**src/rtl/booth_pkg.sv**
```systemverilog
// Shared types and helpers for the radix-2 Booth sequential multiplier.
// Optional BCD output path is enabled with the BOOTH_BCD_EN macro.
package booth_pkg;

  typedef enum logic [1:0] {
    IDLE,
    CALC,
    CONV,
    DONE
  } state_t;

  // Booth recoding of {multiplier LSB, previous LSB}
  localparam logic [1:0] BOOTH_NOP = 2'b00;
  localparam logic [1:0] BOOTH_ADD = 2'b01;
  localparam logic [1:0] BOOTH_SUB = 2'b10;

  // Decimal digits needed for a 2n-bit magnitude (log10(2) ~ 0.30103)
  function automatic int bcd_digits(input int n);
    return (2 * n * 30103) / 100000 + 1;
  endfunction

endpackage

```
**src/rtl/bcd_seq_conv.sv**
```systemverilog
// Sequential double-dabble binary-to-BCD converter: one bit per clock, W clocks per conversion.
// Used by booth_seq_mult only when BOOTH_BCD_EN is defined.
module bcd_seq_conv #(
  parameter int W = 16,
  parameter int D = 5
) (
  input  logic           clk,
  input  logic           rst,
  input  logic           go,
  input  logic [W-1:0]   bin,
  output logic           busy,
  output logic [4*D-1:0] bcd
);

  localparam int CW = $clog2(W);

  logic [W-1:0]   bin_sr;
  logic [4*D-1:0] dig_sr;
  logic [4*D-1:0] dig_adj;
  logic [4*D-1:0] dig_shift;
  logic [CW-1:0]  cnt;

  always_comb begin
    dig_adj = dig_sr;
    for (int i = 0; i < D; i++) begin
      if (dig_sr[4*i +: 4] >= 4'd5) begin
        dig_adj[4*i +: 4] = dig_sr[4*i +: 4] + 4'd3;
      end
    end
    dig_shift = {dig_adj[4*D-2:0], bin_sr[W-1]};
  end

  // The output register only changes on the final shift, so bcd never shows partial digits
  always_ff @(posedge clk or negedge rst) begin
    if (!rst) begin
      bin_sr <= '0;
      dig_sr <= '0;
      cnt    <= '0;
      busy   <= 1'b0;
      bcd    <= '0;
    end else if (go) begin
      bin_sr <= bin;
      dig_sr <= '0;
      cnt    <= CW'(W - 1);
      busy   <= 1'b1;
    end else if (busy) begin
      dig_sr <= dig_shift;
      bin_sr <= {bin_sr[W-2:0], 1'b0};
      if (cnt == '0) begin
        busy <= 1'b0;
        bcd  <= dig_shift;
      end else begin
        cnt <= cnt - 1'b1;
      end
    end
  end

endmodule

```
**src/rtl/booth_seq_mult.sv**
```systemverilog
// Radix-2 Booth sequential signed multiplier with start/done handshake, one iteration per clock.
// Define BOOTH_BCD_EN to add the neg/bcd display outputs and the CONV state.
module booth_seq_mult
  import booth_pkg::*;
#(
  parameter  int N      = 8,
  localparam int DIGITS = bcd_digits(N)
) (
  input  logic              clk,
  input  logic              rst,
  input  logic              start,
  input  logic [N-1:0]      a,
  input  logic [N-1:0]      b,
  output logic              busy,
  output logic              done,
  output logic [2*N-1:0]    y
`ifdef BOOTH_BCD_EN
  ,
  output logic              neg,
  output logic [4*DIGITS-1:0] bcd
`endif
);

  localparam int CW = $clog2(2 * N);

  state_t            state;
  logic [N:0]        m;
  logic [N:0]        hq;
  logic [N-1:0]      lq;
  logic              q_1;
  logic [CW-1:0]     cnt;

  logic [N:0]        sum;
  logic signed [2*N+1:0] acc_cat;
  logic [2*N+1:0]    shifted;
  logic [2*N-1:0]    prod_next;

  // HQ carries one guard bit so subtracting the most negative M cannot overflow
  always_comb begin
    case ({lq[0], q_1})
      BOOTH_ADD: sum = hq + m;
      BOOTH_SUB: sum = hq - m;
      default:   sum = hq;
    endcase
    acc_cat   = {sum, lq, q_1};
    shifted   = acc_cat >>> 1;
    prod_next = shifted[2*N:1];
  end

`ifdef BOOTH_BCD_EN
  logic [2*N-1:0] mag_next;
  logic           conv_go;
  logic           conv_busy;

  // Conversion is launched on the same edge that writes y, using the not-yet-registered product
  assign mag_next = prod_next[2*N-1] ? (~prod_next + 1'b1) : prod_next;
  assign conv_go  = (state == CALC) && (cnt == '0);

  bcd_seq_conv #(
    .W(2 * N),
    .D(DIGITS)
  ) u_conv (
    .clk (clk),
    .rst (rst),
    .go  (conv_go),
    .bin (mag_next),
    .busy(conv_busy),
    .bcd (bcd)
  );
`endif

  always_ff @(posedge clk or negedge rst) begin
    if (!rst) begin
      state <= IDLE;
      m     <= '0;
      hq    <= '0;
      lq    <= '0;
      q_1   <= 1'b0;
      cnt   <= '0;
      busy  <= 1'b0;
      done  <= 1'b0;
      y     <= '0;
`ifdef BOOTH_BCD_EN
      neg   <= 1'b0;
`endif
    end else begin
      case (state)
        IDLE: begin
          done <= 1'b0;
          if (start) begin
            m     <= {a[N-1], a};
            lq    <= b;
            hq    <= '0;
            q_1   <= 1'b0;
            cnt   <= CW'(N - 1);
            busy  <= 1'b1;
            state <= CALC;
          end
        end
        CALC: begin
          hq  <= shifted[2*N+1:N+1];
          lq  <= shifted[N:1];
          q_1 <= shifted[0];
          if (cnt == '0) begin
            y <= prod_next;
`ifdef BOOTH_BCD_EN
            cnt   <= CW'(2 * N - 1);
            state <= CONV;
`else
            busy  <= 1'b0;
            done  <= 1'b1;
            state <= DONE;
`endif
          end else begin
            cnt <= cnt - 1'b1;
          end
        end
`ifdef BOOTH_BCD_EN
        CONV: begin
          // The converter finishes on the same edge our counter expires
          if (cnt == '0 && conv_busy) begin
            neg   <= y[2*N-1];
            busy  <= 1'b0;
            done  <= 1'b1;
            state <= DONE;
          end else begin
            cnt <= cnt - 1'b1;
          end
        end
`endif
        DONE: begin
          done  <= 1'b0;
          state <= IDLE;
        end
        default: begin
          busy  <= 1'b0;
          done  <= 1'b0;
          state <= IDLE;
        end
      endcase
    end
  end

endmodule

```
**config.mk**
```make
export PLATFORM = sky130hd
export DESIGN_NAME = booth_seq_mult
export DESIGN_NICKNAME = d
export VERILOG_FILES = /design/src/rtl/booth_pkg.sv /design/src/rtl/bcd_seq_conv.sv /design/src/rtl/booth_seq_mult.sv
export SDC_FILE = /design/constraint.sdc
export NUM_CORES = 1
export LEC_CHECK = 0
export CELL_PAD_IN_SITES_DETAIL_PLACEMENT = 1
export CELL_PAD_IN_SITES_GLOBAL_PLACEMENT = 2
export CORE_UTILIZATION = 34
export CTS_CLUSTER_SIZE = 16
export DETAILED_ROUTE_END_ITERATION = 16
export PLACE_DENSITY = 0.92
export SLEW_MARGIN = 10
export SYNTH_ARGS = -nofsm -noshare
export SYNTH_HDL_FRONTEND = slang
export SYNTH_SLANG_ARGS = --single-unit
```
**constraint.sdc**
```tcl
create_clock -name clk -period 3.2 [get_ports clk]
set_input_delay 0.8 -clock clk [delete_from_list [all_inputs] [get_ports clk]]
set_output_delay 0.8 -clock clk [all_outputs]
set_load 0.1 [all_outputs]
```
==> results.py <==
metrics = {
    "synth": {
        "synth-simple-area-share_pct": 14.4,
        "synthArstFlopShare_pct": 100,
        "yosys_warnings": 0,
        "synth.most_common_cell": "dfrtp_1",
        "synth_ff_type": "dfrtp_1",
        "yosysTopAreaCell": "dfrtp_1",
        "synth_area_per_cell_um2": 9.49,
        "synth_top_family_by_area": "compound AO/OA/AOI/OAI gates",
        "syn_area_um2": 2560,
        "synth-seq-cells": 49,
        "synthCells": 270,
        "synth.area.top_cells": "dfrtp_1 48%, nand2_1 5.6%, ha_1 5.4%, o22ai_1 4.4%, a21oi_1 4.3%",
        "synth_compound_area_share_pct": 18.9,
        "synthXorXnorAreaFrac_pct": 4.10,
        "seq_area_frac_synth_pct": 47.9,
        "synth_nets": 301,
        "post_synth_num_cell_types": 43,
        "yosys.area.top_type_share_pct": 47.9,
        "synth_common_cells": "49 x dfrtp_1, 38 x nand2_1, 25 x nor2_1",
        "synth_edf_count": 0,
        "synth_fa_ha_area_share_pct": 6.15,
        "yosys-mux-area-fraction_pct": 4.30,
    },
    "placement": {
        "gp_congestion": 0.820,
        "numPortBuffers": 36,
        "dp_hpwl_mm": 4.58,
    },
    "cells_and_area": {
        "num_antenna_cells": 0,
        "synthToLayoutAreaGrowth_pct": 20.0,
        "num-fill-cells": 862,
        "multi_input_area_um2": 1230,
        "drive_gt1_share_pct": 15.8,
        "seq_area_um2": 1230,
        "fin_nets": 340,
    },
    "global_route": {
        "gr-total-overflow": 0,
        "grt_first_pass_wirelength_mm": 10.2,
        "antenna_found_initial": 0,
        "grt_max_degree": 50,
        "grt_pass1_vias": 2017,
        "track_usage_pct": 16.8,
    },
    "critical_path": {
        "r2r-start": "lq[0]$_DFFE_PN0P_",
        "path_max_fanout": 8,
        "worstSetupEndpointType": "flop",
        "cp_data_arrival_time_ps": 3030,
        "crit_required_ps": 3440,
        "startpoint_type": "flop",
        "crit_type": "flop to flop",
        "startpoint": "lq[0]$_DFFE_PN0P_",
    },
    "cts": {
        "cts_buffer_depth": 2,
        "postCtsSetupRepairBufs": 0,
        "clkLatencyLatePin_ps": 300,
        "cts_root_buf": "clkbuf_8",
        "cts-buffers-inserted": 5,
        "cts_tree": "built",
        "cts_resized": 0,
        "cts_hold_buf": 0,
        "clk_pin_slew_ps": 90,
        "htree_levels": 2,
        "clock_sinks": 49,
    },
    "die": {
        "core_area_um2": 7250,
        "pin_count": 37,
        "row_count": 31,
        "start_util_pct": 35.3,
        "die_area_um2": 7890,
        "die_w_um": 88.8,
        "dieHeight_um": 88.8,
    },
    "sta": {
        "rsz0062_at_grt": "false",
        "setup_viol": 0,
        "fin_crit_ps": 2800,
        "worst_slew_pin_slew_ps": 627,
        "slew-limit-headroom_pct": 58.2,
        "skew_ps": 8.46,
        "hold_violations": 0,
        "fmax_ghz": 0.358,
        "whs_ps": 479,
        "slew_violations": 0,
        "fin_crit_sh_pct": 87.4,
        "setup_tns_ps": 0,
    },
    "detailed_routing": {
        "route.detailed.drc": 0,
        "vias_per_cell": 5.10,
        "first_iter_violations": 55,
        "drtAntennaViolNets": 0,
        "totalWireLength_mm": 6.05,
        "vias": 2086,
        "drt-wirelength-per-cell_um": 14.8,
        "first_pass_iters": 4,
    },
    "worst_hold_path": {
        "hold_start": "y[5]$_DFFE_PN0P_",
        "holdCritPathClass": "flop to flop",
    },
    "outcome": {
        "outcome": "finished clean",
    },
    "flow_run": {
        "max_cap_viol_count": 0,
    },
}
critical path: stages, from the launching register on:
cell and delay, ps:
dfrtp_1 420, ha_1 350, mux2_2 410, fa_1 440
nand2b_1 200, a211oi_2 260, o21a_1 180, o21bai_2 90
or3_1 330, o21ai_2 60
per-stage QoR:
stage	cell area, µm²	cells	worst slack (ps)	util [%]
after detailed placement	2990	401	419	41.2
after global routing	3070	409	164	42.4
final	3070	409	404	42.4
after global placement	2990	401	530	41.2
after floorplan	2560	270	692	-
after CTS	3070	409	399	42.4
final timing paths:
path / to / slack (ps) / depth (start not counted)
max in group asynchronous: m[5]$_DFFE_PN0P_ / 2180 / 2
setup / recovery: hq[7]$_DFFE_PN0P_ / 400 / 9
min in group asynchronous: y[2]$_DFFE_PN0P_ / 600 / 2
hold reg to reg: y[5]$_DFFE_PN0P_ / 480 / 2
setup reg to reg: hq[7]$_DFFE_PN0P_ / 400 / 9
hold / removal: y[5]$_DFFE_PN0P_ / 480 / 2
cell type report:
class                      count  area share [%]
sequential                    49            39.9
tap                           99            4.03
clock buffer                   6            2.36
inverter                      15            1.83
multi-input combinational    196            39.9
timing repair buffer          42            11.6
clock inverter                 2           0.448
flip-flops by register name (all words and copies together) (netlist names):
signal,cells
q_1,1
lq,8
state,2
hq,8
y,16
busy,1
done,1
m,8
cnt,4
per-layer routing:
| layer | vias up | global-route usage [%] | wire, µm |
|---|---|---|---|
| li1 | 1021 | - | - |
| met1 | 1020 | 24.9 | 3020 |
| met2 | 39 | 25.7 | 2800 |
| met3 | 6 | 2.80 | 176 |
| met4 | 0 | 3.96 | 61 |
| met5 | - | 0 | 0 |
cell usage in the layout, fill, tap and decap left out, types with 2 or more instances in the layout:
cell type	count
xnor2_1	9
mux2_2	8
buf_4	24
xor2_1	3
dfrtp_1	49
a21o_1	2
nand2b_1	3
o22ai_1	18
nor2_1	25
clkdlybuf4s50_1	17
o21ai_0	19
a31oi_1	3
a21oi_1	22
nand2_1	38
inv_1	15
ha_1	11
mux2i_1	2
clkbuf_8	5
nand2_2	2
o21ai_1	4
o21a_1	2
nor3_1	5
logic make-up (layout without fill, tap and decap cells):
logic type	count (synthesis)	after routing
compound gates	80	80
fa+ha+maj	12	12
flops	49	49
buf+inv	25	65
simple gates	82	82
xor+xnor	12	12
mux	10	10
Power is not shown: default switching activity piles up to over one toggle a cycle in this logic, so the estimate is an artifact.
